===== src/rtl/vegetable_eat_detector_pkg.sv =====
// Shared constants for the vegetable eat detector: sprite sizes, playfield
// limits and the eat FSM state encoding.
package vegetable_eat_detector_pkg;

    // Sprite extents in pixels (box spans [pos, pos + size] inclusive)
    localparam int VEGETABLE_SIZE = 16;
    localparam int PIG_SIZE       = 32;

    // Playfield limits
    localparam int MIN_X = 0;
    localparam int MAX_X = 639;
    localparam int MIN_Y = 0;
    localparam int MAX_Y = 479;

    // Eat FSM states; the encoding is visible on dbg_state
    typedef enum logic [1:0] {
        IDLE   = 2'd0,
        ARMED  = 2'd1,
        EATEN  = 2'd2,
        SETTLE = 2'd3
    } state_e;

endpackage


===== src/rtl/vegetable_eat_detector_score_counter.sv =====
// Saturating score counter for the vegetable eat detector.
// Build option: define SCORE_BCD_EN for a two-digit BCD score (00..99,
// saturating at 0x99); otherwise the score is binary 0..255, saturating at 255.
module score_counter (
    input  logic       clk,
    input  logic       rst,
    input  logic       clr,
    input  logic       inc,
    output logic [7:0] score
);

    logic [7:0] score_q;
    logic [7:0] score_d;

    // Next score: clear wins over increment; increment stops at the ceiling
    always_comb begin
        score_d = score_q;
        if (clr) begin
            score_d = 8'd0;
        end else if (inc) begin
`ifdef SCORE_BCD_EN
            if (score_q != 8'h99) begin
                if (score_q[3:0] == 4'd9) begin
                    score_d = {score_q[7:4] + 4'd1, 4'd0};
                end else begin
                    score_d = {score_q[7:4], score_q[3:0] + 4'd1};
                end
            end
`else
            if (score_q != 8'hFF) begin
                score_d = score_q + 8'd1;
            end
`endif
        end
    end

    // Score register, cleared by the asynchronous active-low reset
    always_ff @(posedge clk or negedge rst) begin
        if (!rst) begin
            score_q <= 8'd0;
        end else begin
            score_q <= score_d;
        end
    end

    assign score = score_q;

endmodule


===== src/rtl/vegetable_eat_detector.sv =====
// Vegetable eat detector: detects overlap of the pig box and the vegetable
// box, counts eats, grows the pig and requests a vegetable relocation.
// Build option: SCORE_BCD_EN selects a BCD score in score_counter.
//
// Handshake: there is no back-pressure. new_round is a single-cycle pulse
// that the vegetable locator must act on in the cycle it is high; hits are
// ignored for SETTLE_CYCLES cycles afterwards while the locator moves it.
module vegetable_eat_detector
    import vegetable_eat_detector_pkg::*;
#(
    parameter int GROWTH_STEP   = 4,
    parameter int GROWTH_MAX    = 64,
    parameter int SETTLE_CYCLES = 4
) (
    input  logic        clk,
    input  logic        rst,
    input  logic        start,
    input  logic [10:0] pigX,
    input  logic [10:0] pigY,
    input  logic [10:0] vegX,
    input  logic [10:0] vegY,
    input  logic [10:0] vegX_end,
    input  logic [10:0] vegY_end,
    output logic        new_round,
    output logic [10:0] pig_growth,
    output logic [7:0]  score,
    output logic        armed,
    output logic [1:0]  dbg_state
);

    localparam int CNT_W = (SETTLE_CYCLES > 1) ? $clog2(SETTLE_CYCLES) : 1;
    localparam logic [CNT_W-1:0] SETTLE_LOAD = CNT_W'(SETTLE_CYCLES - 1);

    state_e             state_q, state_d;
    logic [CNT_W-1:0]   cnt_q, cnt_d;
    logic [10:0]        growth_q, growth_d;
    logic               hit_q, hit_d;
    logic               new_round_q, new_round_d;
    logic               armed_q, armed_d;
    logic               score_clr, score_inc;

    logic [11:0]        pig_x_end, pig_y_end;
    logic [11:0]        growth_sum;
    logic [10:0]        growth_capped;

    // Pig box far corner at 12 bits so a pig near the right/bottom edge
    // cannot wrap around and miss
    always_comb begin
        pig_x_end = {1'b0, pigX} + 12'(PIG_SIZE) + {1'b0, growth_q};
        pig_y_end = {1'b0, pigY} + 12'(PIG_SIZE) + {1'b0, growth_q};
        hit_d     = (pigX <= vegX_end) && (pig_x_end >= {1'b0, vegX}) &&
                    (pigY <= vegY_end) && (pig_y_end >= {1'b0, vegY});
    end

    // Growth after one more eat, clamped to GROWTH_MAX
    always_comb begin
        growth_sum    = {1'b0, growth_q} + 12'(GROWTH_STEP);
        growth_capped = (growth_sum >= 12'(GROWTH_MAX)) ? 11'(GROWTH_MAX)
                                                        : growth_sum[10:0];
    end

    // Next state, settle counter, growth and score controls
    always_comb begin
        state_d   = state_q;
        cnt_d     = cnt_q;
        growth_d  = growth_q;
        score_clr = 1'b0;
        score_inc = 1'b0;
        case (state_q)
            IDLE: begin
                if (start) begin
                    state_d   = ARMED;
                    growth_d  = 11'd0;
                    score_clr = 1'b1;
                end
            end
            ARMED: begin
                if (hit_q) begin
                    state_d   = EATEN;
                    growth_d  = growth_capped;
                    score_inc = 1'b1;
                end
            end
            EATEN: begin
                state_d = SETTLE;
                cnt_d   = SETTLE_LOAD;
            end
            SETTLE: begin
                if (cnt_q == '0) begin
                    state_d = ARMED;
                end else begin
                    cnt_d = cnt_q - 1'b1;
                end
            end
            default: begin
                state_d = IDLE;
            end
        endcase
        new_round_d = (state_d == EATEN);
        armed_d     = (state_d == ARMED);
    end

    // State, counter, growth, hit and registered output flops
    always_ff @(posedge clk or negedge rst) begin
        if (!rst) begin
            state_q     <= IDLE;
            cnt_q       <= '0;
            growth_q    <= 11'd0;
            hit_q       <= 1'b0;
            new_round_q <= 1'b0;
            armed_q     <= 1'b0;
        end else begin
            state_q     <= state_d;
            cnt_q       <= cnt_d;
            growth_q    <= growth_d;
            hit_q       <= hit_d;
            new_round_q <= new_round_d;
            armed_q     <= armed_d;
        end
    end

    score_counter u_score_counter (
        .clk   (clk),
        .rst   (rst),
        .clr   (score_clr),
        .inc   (score_inc),
        .score (score)
    );

    assign new_round  = new_round_q;
    assign armed      = armed_q;
    assign pig_growth = growth_q;
    assign dbg_state  = state_q;

endmodule


===== config.mk =====
export PLATFORM = sky130hd
export DESIGN_NAME = vegetable_eat_detector
export DESIGN_NICKNAME = d
export VERILOG_FILES = /design/src/rtl/vegetable_eat_detector_pkg.sv /design/src/rtl/vegetable_eat_detector_score_counter.sv /design/src/rtl/vegetable_eat_detector.sv
export SDC_FILE = /design/constraint.sdc
export NUM_CORES = 1
export LEC_CHECK = 0
export ABC_AREA = 0
export CORE_ASPECT_RATIO = 0.6
export CORE_MARGIN = 3
export CORE_UTILIZATION = 45
export DETAILED_ROUTE_END_ITERATION = 10
export PLACE_DENSITY = 0.79
export SYNTH_ARGS = -nofsm -noshare
export SYNTH_HDL_FRONTEND = slang
export SYNTH_HIERARCHICAL = 1
export SYNTH_SLANG_ARGS = --single-unit

===== constraint.sdc =====
create_clock -name clk -period 2.6 [get_ports clk]
set_input_delay 0.39 -clock clk [delete_from_list [all_inputs] [get_ports clk]]
set_output_delay 0.39 -clock clk [all_outputs]
set_load 0.01 [all_outputs]

==> reports/qor.yml, run 1 <==
fin_area_um2: 5160
start_util: 0.480
mostFrequentLayoutCell: "clkdlybuf4s50_1"
vias: 3407
fp.coreArea_um2: 6910
grt.total_usage: 0.232
violations: "setup timing"
dpl-instance-area_um2: 4860
final_cell_mix: "clkdlybuf4s50_1 (81), ha_1 (67), buf_4 (57)"
hold_ws_ps: 483
fmax_ghz: 0.345
final_cells: 626
hold_class: "in2async"
antenna_found_initial: 0
status: "finished, violations left"
htreeDepth: 1
cts_buffers: 3
critPathMaxFanout: 4
cts_root_buf: "clkbuf_16"
hpwl_um: 8200
rows: 23
drt_drc_violations_left: 0
rsz0062_at_grt: "yes"
synthCells: 390
async_flop_share: 1.00
ios: 92
dieHeight_um: 72.5
worst-slew-pin-transition_ps: 680
drt-initial-drc-count: 238
die_x_um: 117
post-route-period-util: 1.12
fin_ws_ps: -300
power_density_nw_per_um2: 587
power_uw: 3030
cp-start-kind: "flop"
clock_latency_ps: 260
synth-edff-count: 0
gp_congestion: 0.906
ir_worst_vdd_mv: 0.438
dieArea_um2: 8460
grt_max_degree: 25
clkTransAtPathRegs_ps: 60
slew_violations: 0
netlist_area_um2: 3310
synth-seq-cells: 24
cts.sinks: 24
ys_types: 57
n_antenna_cell: 0
skew_ps: 4.86
worstSetupPathType: "reg2reg"
drv_cap: 0
slew_headroom: 0.542
syn_to_final_growth_pct: 55.8
syn_avg_cell_area_um2: 8.50
synth_warnings: 6
worstPathArrival_ps: 3060
worst_setup_path_end_kind: "flop"
period_needed_ps: 2900
finalSetupTns_ps: -300
synth_flop_cell: "dfrtp_1"
cp.required_ps: 2760
cts_tree: "done"
dp.cells: 615
drive_gt1_frac: 0.223
portBuffers: 89
overflow: 0
grt_pass1_wl_um: 15800
n_fill_cell: 481
grt_pass1_vias: 3284
dr.pass1.iters: 5
clk_path_buf_depth: 2
setup_viol: 1
post_drt_wl_per_cell_um: 15.9
hold_viol_final: 0
final_nets: 695
ys_seq_area_frac: 0.181
drt_wl_total_um: 9980
power_leakage_uw: 0.00250
ant_nets: 0
vias_per_cell: 5.44
-- sequential cells by signal (all words and copies together), names as in the netlist --
register / count
armed: 1
cnt_q: 2
dbg_state: 2
hit_q: 1
new_round: 1
pig_growth: 9
u_score_counter/score: 8
-- stage by stage --
step | setup WS, ps | utilization
6_report | -300 | 0.747
5_1_grt | -452 | 0.747
4_1_cts | -320 | 0.741
3_3_place_gp | -749 | 0.704
2_1_floorplan | -16.0 | -
3_5_place_dp | -876 | 0.704
-- where the power goes --
part | internal (uW) | total, uW | switching (uW)
clock network | 306 | 437 | 131
registers | 459 | 571 | 113
logic | 1060 | 2020 | 959
-- path summary, 6_finish.rpt --
| path | startpoint | endpoint | slack, ps | cells after the start |
|---|---|---|---|---|
| setup / recovery | pig_growth[4] | hit_q | -300 | 13 |
| hold / removal | rst | u_score_counter/score[7] | 480 | 2 |
| setup reg to reg | pig_growth[4] | hit_q | -300 | 13 |
| hold reg to reg | cnt_q[0] | cnt_q[0] | 490 | 1 |
| max in group asynchronous | rst | pig_growth[4] | 1850 | 2 |
| min in group clk | cnt_q[0] | cnt_q[0] | 490 | 1 |
-- layout make-up --
cell class	instances	area, um^2	share of cell area
sequential	24	607	0.118
multi-input combinational	309	2820	0.546
tap	87	109	0.0211
inverter	56	215	0.0417
clock buffer	3	75.1	0.0145
timing repair buffer	146	1310	0.254
clock inverter	1	30.0	0.00582
-- cell usage after synthesis (all sizes together) (2+ instances only) --
cell type	n	area share
a21o	7	0.016
buf	3	0.0068
nor2b	7	0.015
o21ai	17	0.026
nor4	3	0.0057
xor2	5	0.013
nand3	9	0.014
nor2	26	0.030
nor3	8	0.014
o211ai	5	0.011
and4	3	0.0087
a211oi	9	0.023
dfrtp	24	0.18
xnor2	10	0.026
ha	86	0.32
and2	6	0.011
o21a	2	0.0045
nand4	12	0.025
o2111ai	2	0.0053
o31a	2	0.0053
nand2	22	0.025
a31oi	9	0.017
o21bai	2	0.0045
inv	56	0.063
a41o	2	0.0060
a21boi	2	0.0057
or2	2	0.0038
mux2	2	0.0091
a21oi	21	0.032
mux2i	3	0.0091
nand2b	6	0.011
-- logic make-up (layout without fill, tap and decap cells) --
group,Yosys count,after routing,synth area share
muxes,5,5,0.0181
other,1,4,0.00113
buffers and inverters,60,206,0.0713
xor gates and xnor gates,15,15,0.0396
AOI/OAI and AO/OA,88,88,0.182
DFF,24,24,0.181
adders and majority gates,86,86,0.325
and+or+nand+nor,111,111,0.182
-- layer usage --
layer	part of all wire	wire length [um]	GRT usage
met4	0.0086	86	0.0216
met2	0.42	4200	0.355
met5	0	0	0
met3	0.059	590	0.0367
met1	0.51	5100	0.356
-- timing repair --
item | in CTS | in global routing
resized for setup | 28 | 9
setup buffers | 7 | 0
pin swaps | 20 | 3
hold buffers | 0 | 0
endpoints found under the setup margin | 1 | 1
-- worst max-delay path: stages (launching register included) --
cell and delay [ps]:
dfrtp_2 440, ha_4 230, ha_4 300, inv_4 40, o21bai_4 150, a41o_1 240, nor2_2 50, xnor2_1 130
ha_1 350, o211ai_1 120, a211o_1 280, a31oi_2 200, nor3_2 70, nor4_2 210
Note: power is estimated with default switching activity, not from simulation.
==> run 2: changes to the inputs <==
- CAP_MARGIN: unset -> 25
==> results of run 2 <==
The final DEF is identical to that of run 1; final timing and power are the same.
